===== config.mk =====
export PLATFORM = sky130hd
export DESIGN_NAME = cnu_serial
export DESIGN_NICKNAME = d
export VERILOG_FILES = /design/src/rtl/cnu_pkg.sv /design/src/rtl/cnu_abs_sat.sv /design/src/rtl/cnu_serial.sv
export SDC_FILE = /design/constraint.sdc
export NUM_CORES = 1
export LEC_CHECK = 0
export CAP_MARGIN = 20
export CORE_MARGIN = 2
export CORE_UTILIZATION = 59
export DETAILED_ROUTE_END_ITERATION = 8
export PLACE_DENSITY = 0.82
export SYNTH_ARGS = -nofsm -noshare
export SYNTH_HDL_FRONTEND = slang
export SYNTH_SLANG_ARGS = --single-unit

===== constraint.sdc =====
create_clock -name clk -period 5.9 [get_ports clk]
set_clock_uncertainty 0.1 [all_clocks]
set_input_delay 0.885 -clock clk [delete_from_list [all_inputs] [get_ports clk]]
set_output_delay 0.885 -clock clk [all_outputs]
set_load 0.05 [all_outputs]

===== src/rtl/cnu_pkg.sv =====
// Shared definitions for the serial LDPC check-node unit.
// MAG_MAX is the saturated magnitude limit at the default message width;
// modules built for other widths derive the same limit from their own W.
package cnu_pkg;

  localparam int CNU_W   = 32;
  localparam int CNU_DEG = 6;

  localparam logic [CNU_W-1:0] MAG_MAX = {1'b0, {(CNU_W-1){1'b1}}};

  typedef enum logic {
    COLLECT = 1'b0,
    EMIT    = 1'b1
  } state_t;

endpackage


===== src/rtl/cnu_abs_sat.sv =====
// Signed two's complement to saturated magnitude.
// Latency: combinational. Backpressure: none, pure function of q.
// Ports: q (W-bit signed message) -> mag (W-bit magnitude, never above 2^(W-1)-1).
module cnu_abs_sat
  import cnu_pkg::*;
#(
  parameter int W = CNU_W
) (
  input  logic [W-1:0] q,
  output logic [W-1:0] mag
);

  localparam logic [W-1:0] MOST_NEG = {1'b1, {(W-1){1'b0}}};
  localparam logic [W-1:0] MAG_LIM  = {1'b0, {(W-1){1'b1}}};

  always_comb begin
    mag = q;
    if (q[W-1]) begin
      // The most negative value has no positive twin; clamp it.
      if (q == MOST_NEG) mag = MAG_LIM;
      else               mag = ~q + W'(1);
    end
  end

endmodule


===== src/rtl/cnu_serial.sv =====
// Serial min-sum check-node unit: collects DEG Q messages, then emits DEG R messages in arrival order.
// Latency: first R valid the cycle after the DEG-th Q is accepted; one R per cycle while out_ready is high.
// Backpressure: in_ready is low for the whole emit phase; out_ready low holds out_r/out_last/out-index.
// Ports: clk, rst (sync, active-high); in_valid/in_ready/in_q (Q stream);
//        out_valid/out_ready/out_r/out_last (R stream); parity_ok (syndrome of last completed check).
module cnu_serial
  import cnu_pkg::*;
#(
  parameter int DEG = CNU_DEG,
  parameter int W   = CNU_W
) (
  input  logic         clk,
  input  logic         rst,
  input  logic         in_valid,
  output logic         in_ready,
  input  logic [W-1:0] in_q,
  output logic         out_valid,
  input  logic         out_ready,
  output logic [W-1:0] out_r,
  output logic         out_last,
  output logic         parity_ok
);

  localparam int              IW      = (DEG > 1) ? $clog2(DEG) : 1;
  localparam logic [IW-1:0]   LAST    = IW'(DEG - 1);
  localparam logic [W-1:0]    MAG_LIM = {1'b0, {(W-1){1'b1}}};

  state_t          state, state_nxt;
  logic [DEG-1:0]  signs;
  logic            sign_total;
  logic [W-1:0]    min1, min2;
  logic [IW-1:0]   idx;
  logic [IW-1:0]   in_idx, out_idx;

  logic [W-1:0]    in_mag;
  logic            in_sign;
  logic            in_fire, out_fire;
  logic [W-1:0]    out_mag;
  logic            out_sign;

  cnu_abs_sat #(.W(W)) u_abs_sat (
    .q   (in_q),
    .mag (in_mag)
  );

  assign in_sign = in_q[W-1];

  // State register
  always_ff @(posedge clk) begin
    if (rst) state <= COLLECT;
    else     state <= state_nxt;
  end

  // Next state and handshake decode
  always_comb begin
    state_nxt = state;
    in_ready  = 1'b0;
    out_valid = 1'b0;
    in_fire   = 1'b0;
    out_fire  = 1'b0;
    case (state)
      COLLECT: begin
        in_ready = 1'b1;
        in_fire  = in_valid;
        if (in_valid && (in_idx == LAST)) state_nxt = EMIT;
      end
      EMIT: begin
        out_valid = 1'b1;
        out_fire  = out_ready;
        if (out_ready && (out_idx == LAST)) state_nxt = COLLECT;
      end
      default: state_nxt = COLLECT;
    endcase
  end

  // Running min1/min2/idx, sign accumulation and indices
  always_ff @(posedge clk) begin
    if (rst) begin
      signs      <= '0;
      sign_total <= 1'b0;
      min1       <= MAG_LIM;
      min2       <= MAG_LIM;
      idx        <= '0;
      in_idx     <= '0;
      out_idx    <= '0;
      parity_ok  <= 1'b0;
    end else if (in_fire) begin
      signs[in_idx] <= in_sign;
      sign_total    <= sign_total ^ in_sign;
      // Strict compares keep the first occurrence on ties and let min2 equal min1.
      if (in_mag < min1) begin
        min2 <= min1;
        min1 <= in_mag;
        idx  <= in_idx;
      end else if (in_mag < min2) begin
        min2 <= in_mag;
      end
      if (in_idx == LAST) begin
        in_idx    <= '0;
        out_idx   <= '0;
        parity_ok <= ~(sign_total ^ in_sign);
      end else begin
        in_idx <= in_idx + IW'(1);
      end
    end else if (out_fire) begin
      if (out_idx == LAST) begin
        // Check fully drained: re-arm for the next one on this same edge.
        signs      <= '0;
        sign_total <= 1'b0;
        min1       <= MAG_LIM;
        min2       <= MAG_LIM;
        idx        <= '0;
        in_idx     <= '0;
        out_idx    <= '0;
      end else begin
        out_idx <= out_idx + IW'(1);
      end
    end
  end

  // R for position j excludes Q_j: its own sign is XORed back out of the total,
  // and the minimum holder gets the second minimum.
  always_comb begin
    out_mag  = (out_idx == idx) ? min2 : min1;
    out_sign = sign_total ^ signs[out_idx];
    out_r    = '0;
    out_last = 1'b0;
    if (state == EMIT) begin
      out_r    = out_sign ? (~out_mag + W'(1)) : out_mag;
      out_last = (out_idx == LAST);
    end
  end

endmodule


Word level (Yosys, flattened, before mapping)
Index checks and enable logic that the tools add are counted.
Word-level totals
  output and inout port bits: 36
  register bits: 82
  bits of input ports: 36
Operators by class
  mux-type cells: 41
  add/sub/neg operators: 4
  reductions and logical operators: 10
  bitwise gates (word level): 6
  order comparisons: 5
  equal/unequal tests: 7
Operator list (count)
  32-bit 2-to-1 mux: 12
  32-bit by 1-bit adder with 32-bit output, second input constant: 2
  32-bit < comparator: 2
  32-bit NOT: 2
  32-bit == test, second input constant: 1
  3-bit 2-to-1 mux: 10
  6-bit 2-to-1 mux: 3
  1-bit 2-to-1 mux: 12
  3-bit by 4-bit < comparator with 1-bit output, second input constant: 2
  3-bit by 1-bit adder with 3-bit output, second input constant: 2
  6-bit bitwise mux: 1
  3-bit == test, second input constant: 2
  2-bit AND reduction: 3
  3-bit AND reduction: 2
  2-bit by 1-bit inequality test with 1-bit output, second input constant: 2
  2-bit nonzero test: 2
  1-bit binary-select mux with 3-bit select: 1
  1-bit demux with 3-bit select: 1
  3-bit == test: 1
  3-bit by 1-bit >= comparator with 1-bit output, second input constant: 1
  1-bit logical AND: 3
  3-bit by 1-bit inequality test with 1-bit output, second input constant: 1
  1-bit NOT: 2
  1-bit case mux with 2 select lines: 1
  1-bit XOR: 2

Depth between registers and ports, before layout
Gate-level depths: netlist of run 1.
  word-level depth: 8
  mapped depth: 20
  mapped depth without buffers: 17

By module
A second synthesis of run 1 with hierarchy kept.
Second synthesis, totals
  cell total of the unflattened synthesis: 993
  area, all modules: 7485.9 µm²
By module, submodules not included
  cnu_serial: cells each 858, instances 1, area each 6642.6 µm², sequential area each 1641.6 µm²
  cnu_abs_sat: cells each 135, instances 1, area each 843.3 µm², sequential area each 0.0 µm²

Least setup slack after synthesis of run 1
Ideal clock, no wire load.
  kind: input -> register
  start point: input port in_q[0]
  end point: register min2[26]
  stages on the path: 19
  buffers on the path: 3
  data arrival time: 5093 ps
  setup slack: 587 ps
  path through: inv_1 > ha_1 > or3b_2 > or4_4 > nor2_1 > nand2_1 > clkbuf_1 > nand2_1 > ha_1 > a211oi_1 > o21bai_1 > a2111o_1 > a221o_1 > a2111o_1 > o21a_4 > nor3_2 > buf_6 > buf_12 > a2bb2oi_2
Between the ends
  longest elaborated chain between the ends: 7
  elaborated cells between the ends (all ways): 12
  classes of those cells: add/sub (1); order compare (2); eq/ne (2); mux (5); bitwise (1); reduce/logical (1)
RTL lines
  from (decl): RTL line cnu_serial.sv:16  | input logic [W-1:0] in_q,
  32-bit NOT: RTL line cnu_abs_sat.sv:21  | else mag = ~q + W'(1);
  32-bit by 1-bit adder with 32-bit output: RTL line cnu_abs_sat.sv:21
  32-bit 2-to-1 mux: RTL line cnu_abs_sat.sv:20  | if (q == MOST_NEG) mag = MAG_LIM;
  32-bit 2-to-1 mux (*): RTL line cnu_abs_sat.sv:18  | if (q[W-1]) begin
  32-bit < comparator, or another cell as far along: RTL line cnu_serial.sv:91  | if (in_mag < min1) begin
  3-bit by 1-bit inequality test with 1-bit output (no source line) or 32-bit 2-to-1 mux (tied branches)
  3-bit AND reduction (no source line) or 32-bit 2-to-1 mux (tied branches)
  to (signal assigned): RTL line cnu_serial.sv:92  | min2 <= min1;
  to (signal assigned): RTL line cnu_serial.sv:96  | min2 <= in_mag;
  to (decl): RTL line cnu_serial.sv:31  | logic [W-1:0] min1, min2;
Every way passes the cells marked *; elsewhere a longest branch is shown, timed or not. The select of a mux whose other input is x is not followed.
A chain may end at the register's enable or synchronous reset.

Worst setup path after layout of run 1
  start point: input port in_q[1]
  end point: register min2[25]
The elaborated chain is that of the path after synthesis.

==> summary.txt, run 1 <==
Clock Tree Root - clkbuf_16
Final Hold Fails - 0
ANT nets after route - 0
post-layout minimum cycle time - 5710 ps
NumNets Final - 1074
Synth Flop Type - dfxtp_1
WP data arrival - 5840 ps
dpl cells - 1108
Mapped Avg Cell Area - 8.10 um^2
FF/Latch Area - 1640 um^2
Required @ worst endpoint - 6030 ps
Yosys reg bits - 82
dpl hpwl - 15.9 mm
Final Max Tran Viols - 0
Switch Pwr - 571 uW
post-synth top area share - 0.226
worst skew pair latency - 350 ps
Comb pwr share - 0.301
pwr dens - 199 nW/um^2
CP endpoint kind - flip-flop
startpoint types - input port
VDD IR-drop max - 0.146 mV
worst slew pin tran - 976 ps
WL final - 21.3 mm
Area Overhead vs Synth - 18.7%
GRT overflow - 0
Finished Cell Area - 8620 um^2
path type of the worst setup path - input port to flip-flop
global-route wire length before repair - 33.7 mm
Iteration-0 DRC Markers - 984
commonest non-fill, non-tap cell in the layout - dfxtp_1
std cell rows - 40
sequential-to-total area share from yosys stat - 0.226
DR DRC count - 0
asr flop ratio synth - 0
core outline area - 12000 um^2
Sink Count - 82
EDFF count, synth - 0
Hold Worst Slack - 389 ps
chip height - 115 um
final core occ - 0.718
Max Cap Violations - 0
Hold WC Path Type - flip-flop to flip-flop
clock-pin slew on the worst setup and hold paths - 60 ps
n_diodes - 0
GPL Wtd Cong - 0.946
Pwr Total - 1720 uW
Total GRT Usage - 0.322
relative slew slack - 0.345
Sw Share - 0.332
leakage - 0.00399 uW
Cell Int Power - 1150 uW
Clock Power Share - 0.334
area post-placement - 8280 um^2
CP Max Fanout - 14
status - completed
fin crit share - 0.969
Seq pwr share - 0.365
total CTS buffers - 9
fmax - 175 MHz
Final Non-Filler Cells - 1125
mapped cell area - 7260 um^2
CTS tree - yes
vias - 7263
routed len/inst - 19.0 um
WHS Path Cells - 2
initial core utilization - 0.605
Die W - 115 um
number of setup violations in the final report - 0
PortBufs - 71
Synthesized Nets - 997
most frequent cells in the layout - 82 x dfxtp_1, 71 x clkdlybuf4s50_1, 69 x nor2_1, 68 x inv_1, 66 x mux2i_1
layout cells sized above 1 - 0.0930
synth unique cells - 75
# fillers - 925
area of the multi-input gates - 5130 um^2
area leader, netlist - dfxtp_1
main area contributors after synthesis - dfxtp_1 23%, ha_1 11%, mux2i_1 9.1%
drt pass-1 iters - 7
I/O pin count - 72
unrepaired setup endpoints after global routing - false
Vias/cell - 6.46
vias in the first global route - 6582
initial antenna violation count - 0
Register-to-Register Path Depth - 7
YS warnings - 0
largest net degree at the start of global routing - 59
full die area - 13200 um^2
clk buf depth - 2
Mapped Cells - 897
htree depth - 3
[cell usage after synthesis (3+ instances only)]
master,number
a211oi_1,10
a21oi_1,36
a2bb2oi_1,18
a2bb2oi_2,10
a31oi_1,10
a32oi_1,3
and2_1,4
and4_1,3
buf_2,11
buf_4,3
buf_6,3
clkbuf_1,28
dfxtp_1,82
ha_1,64
inv_1,68
mux2_2,4
mux2i_1,66
nand2_1,52
nand2b_1,36
nand3_1,12
nand4_1,19
nor2_1,70
nor2b_1,4
nor3_1,18
nor3b_1,3
nor4_1,12
o21a_1,5
o21ai_0,57
o22ai_1,37
o31ai_1,10
o41ai_1,6
or2_2,3
or3_1,8
or4_1,10
xnor2_1,28
xor2_1,31
[power groups by stage]
stage	clock network (uW)	logic, uW	registers [uW]
final	575	517	628
after global placement	0	484	636
after floorplan	0	353	621
after CTS	573	503	625
after detailed placement	0	496	637
after global routing	599	560	631
[metrics by stage]
stage               setup slack, ps  setup TNS, ps
floorplan                       587              0
finish                          185              0
global placement              -19.9           -421
global route                   5.39              0
CTS                             182              0
detailed placement             -154          -4030
[worst paths after layout]
check / start / to / slack (ps)
min reg2reg: signs[0] / signs[0] / 390
max reg2reg: state / min2[25] / 2370
min: signs[0] / signs[0] / 390
max: in_q[1] / min2[25] / 190
[registers in the layout, indices dropped and copies added (netlist names)]
register	count
idx	3
sign_total	1
min2	32
parity_ok	1
min1	32
signs	6
out_idx	3
state	1
in_idx	3
[routing by layer]
layer | global-route usage | part of all wire | vias to the layer above | wire length (um)
met4 | 0.134 | 0.038 | 0 | 805
met3 | 0.0406 | 0.091 | 67 | 1940
met1 | 0.454 | 0.44 | 3319 | 9350
met2 | 0.497 | 0.43 | 428 | 9230
met5 | 0 | 0 | - | 0
li1 | - | - | 3449 | -
[logic make-up (layout without fill, tap and decap cells)]
logic type | count (synthesis) | in the layout | synth area share
compound gates | 231 | 231 | 0.220
xor+xnor | 59 | 59 | 0.0711
fa+ha+maj | 64 | 64 | 0.110
buf+inv | 117 | 197 | 0.0723
flops | 82 | 82 | 0.226
mux | 71 | 71 | 0.100
simple gates | 273 | 274 | 0.200
[repair_timing]
item | in CTS | in global routing
resized for setup | 0 | 4
endpoints found under the setup margin | 0 | 29
buffers inserted | 0 | 0
hold buffers | 0 | 0
[layout make-up]
cell class	count	share of cell area
Clock buffer	11	0.0282
Clock inverter	4	0.00595
Inverter	69	0.0300
Multi-Input combinational cell	699	0.596
Sequential cell	82	0.190
Tap cell	147	0.0213
Timing Repair Buffer	113	0.129
[worst max-delay path, cell delays in order]
cell and delay [ps]:
clkdlybuf4s50_1 440, inv_1 90, ha_1 170, or4b_1 510
or4_1 540, or2_1 290, or4_1 410, a21oi_1 160
a31oi_1 110, ha_1 360, nand4_1 200, nor4bb_2 490
nand3_1 140, a211oi_2 200, a2111o_1 140, o21a_4 200
nand2b_2 290, a2bb2oi_2 220
Note: power is estimated with default switching activity, not from simulation.
==> run 2: changes to the inputs <==
- SETUP_SLACK_MARGIN: default -> 0.02
==> run 2 against run 1 <==
Against the previous run: global-route usage unchanged; routed wire length increased by 0.60%; total power increased by 0.14%; fmax increased by 1.3%; combinational power about the same; sequential share of layout area about the same; utilization about the same; hold slack about the same; sequential cell count unchanged; critical path type unchanged; critical endpoint is now min2[14]; largest cell class unchanged; highest routed layer unchanged.
==> summary.txt, run 2 (synthesis results as in run 1) <==
Finished Cell Area - 8630 um^2 (about the same)
relative slew slack - 0.340 (-0.00496)
drt pass-1 iters - 5 (-2)
total CTS buffers - 9 (unchanged)
Iteration-0 DRC Markers - 1077 (+9.5%)
Sink Count - 82 (unchanged)
ANT nets after route - 0 (unchanged)
Max Cap Violations - 0 (unchanged)
GRT overflow - 0 (unchanged)
area of the multi-input gates - 5140 um^2 (about the same)
Total GRT Usage - 0.322 (unchanged)
fin crit share - 0.956 (-0.0127)
initial core utilization - 0.605 (unchanged)
GPL Wtd Cong - 0.946 (unchanged)
met2 Resource Use GR - 0.497 (unchanged)
pwr dens - 200 nW/um^2 (about the same)
layout cells sized above 1 - 0.0930 (unchanged)
number of setup violations in the final report - 0 (unchanged)
VDD IR-drop max - 0.146 mV (about the same)
vias - 7319 (+0.77%)
FF/Latch Area - 1640 um^2 (unchanged)
routed len/inst - 19.1 um (+0.60%)
# fillers - 924 (-0.11%)
vias in the first global route - 6582 (unchanged)
worst slew pin tran - 984 ps (+7.40 ps)
n_diodes - 0 (unchanged)
PortBufs - 71 (unchanged)
fmax - 177 MHz (+1.3%)
Regs by FF count - min1 x32, min2 x32, signs x6
path type of the worst setup path - input port to flip-flop
dpl cells - 1108 (unchanged)
most frequent cells in the layout - 82 x dfxtp_1, 71 x clkdlybuf4s50_1, 69 x nor2_1, 68 x inv_1, 66 x mux2i_1
worst skew pair latency - 350 ps (about the same)
initial antenna violation count - 0 (unchanged)
startpoint types - input port
final core occ - 0.718 (about the same)
NumNets Final - 1074 (unchanged)
chip height - 115 um (unchanged)
post-CTS setup buffers - 0 (unchanged)
clk buf depth - 2 (unchanged)
CTS tree - yes
CP endpoint kind - flip-flop
clock-pin slew on the worst setup and hold paths - 60 ps (about the same)
Vias/cell - 6.51 (+0.77%)
largest net degree at the start of global routing - 59 (unchanged)
Hold WC Path Type - flip-flop to flip-flop
dpl hpwl - 15.9 mm (unchanged)
post-layout minimum cycle time - 5640 ps (-74.8 ps)
setup_tns - 0 ps (unchanged)
full die area - 13200 um^2 (unchanged)
WP data arrival - 5800 ps (-40 ps)
Final Hold Fails - 0 (unchanged)
Most Crowded Layer GR - met2
Hold Worst Slack - 389 ps (+0.161 ps)
commonest non-fill, non-tap cell in the layout - dfxtp_1
area post-placement - 8280 um^2 (unchanged)
WL final - 21.5 mm (+0.60%)
global-route wire length before repair - 33.7 mm (unchanged)
unrepaired setup endpoints after global routing - true
core outline area - 12000 um^2 (unchanged)
Final Non-Filler Cells - 1125 (unchanged)
Final Max Tran Viols - 0 (unchanged)
Area Overhead vs Synth - 18.7% (about the same)
GRT met1 Usage - 0.454 (unchanged)
Die W - 115 um (unchanged)
GR Layer Usage met3 - 0.0406 (unchanged)
Clock Tree Root - clkbuf_16
status - completed
I/O pin count - 72 (unchanged)
Required @ worst endpoint - 6060 ps (+30 ps)
CP Max Fanout - 13 (-1)
std cell rows - 40 (unchanged)
DR DRC count - 0 (unchanged)
leakage - 0.00400 uW (+0.13%)
htree depth - 3 (unchanged)
==> run 2: repair_timing <==
item,in CTS,in global routing
hold buffers,0,0
gates resized for setup,0,5
endpoints found under the setup margin,0,29
==> run 2: worst paths after layout <==
check / end / startpoint / slack, ps / depth (start not counted)
worst max-delay path: min2[14] / in_q[1] / 260 / 19
worst max register to register: min1[0] / state / 2370 / 9
worst min register to register: signs[0] / signs[0] / 390 / 2
worst min-delay path: signs[0] / signs[0] / 390 / 2
==> run 2: cell type report <==
type / count / area share
multi-input combinational: 699 / 0.596
sequential: 82 / 0.190
timing repair buffer: 113 / 0.129
inverter: 69 / 0.0300
clock buffer: 11 / 0.0281
tap: 147 / 0.0213
clock inverter: 4 / 0.00595
==> run 2: per-stage QoR <==
| step | total power, uW | setup WS [ps] |
|---|---|---|
| after global placement | 1120 | -19.9 |
| after global routing | 1790 | 12.2 |
| after CTS | 1700 | 182 |
| after floorplan | 974 | 587 |
| after detailed placement | 1130 | -154 |
| final | 1720 | 260 |
==> run 2: per-layer routing <==
| layer | wire length, um | vias up | part of all wire |
|---|---|---|---|
| li1 | - | 3449 | - |
| met1 | 9400 | 3382 | 0.44 |
| met2 | 9360 | 423 | 0.44 |
| met3 | 1960 | 65 | 0.091 |
| met4 | 735 | 0 | 0.034 |
| met5 | 0 | - | 0 |
==> run 2: where the power goes <==
part           internal (uW)  leakage, uW  total, uW  switching, uW
clock network            338     0.000142        575            237
logic                    227      0.00318        519            292
registers                584     0.000671        628           43.9
total                   1150      0.00400       1720            573
==> run 2: critical path: stages <==
cell and delay [ps]:
clkdlybuf4s50_1 440, inv_1 90, ha_1 170, or4b_1 510
or4_1 540, or2_1 290, or4_1 400, a21oi_1 160
a31oi_1 110, ha_1 370, nand4_1 180, nor4bb_2 490
nand3_1 150, a211oi_2 210, a2111o_1 140, o21a_4 210
nor3_4 60, buf_4 210, a2bb2oi_1 190
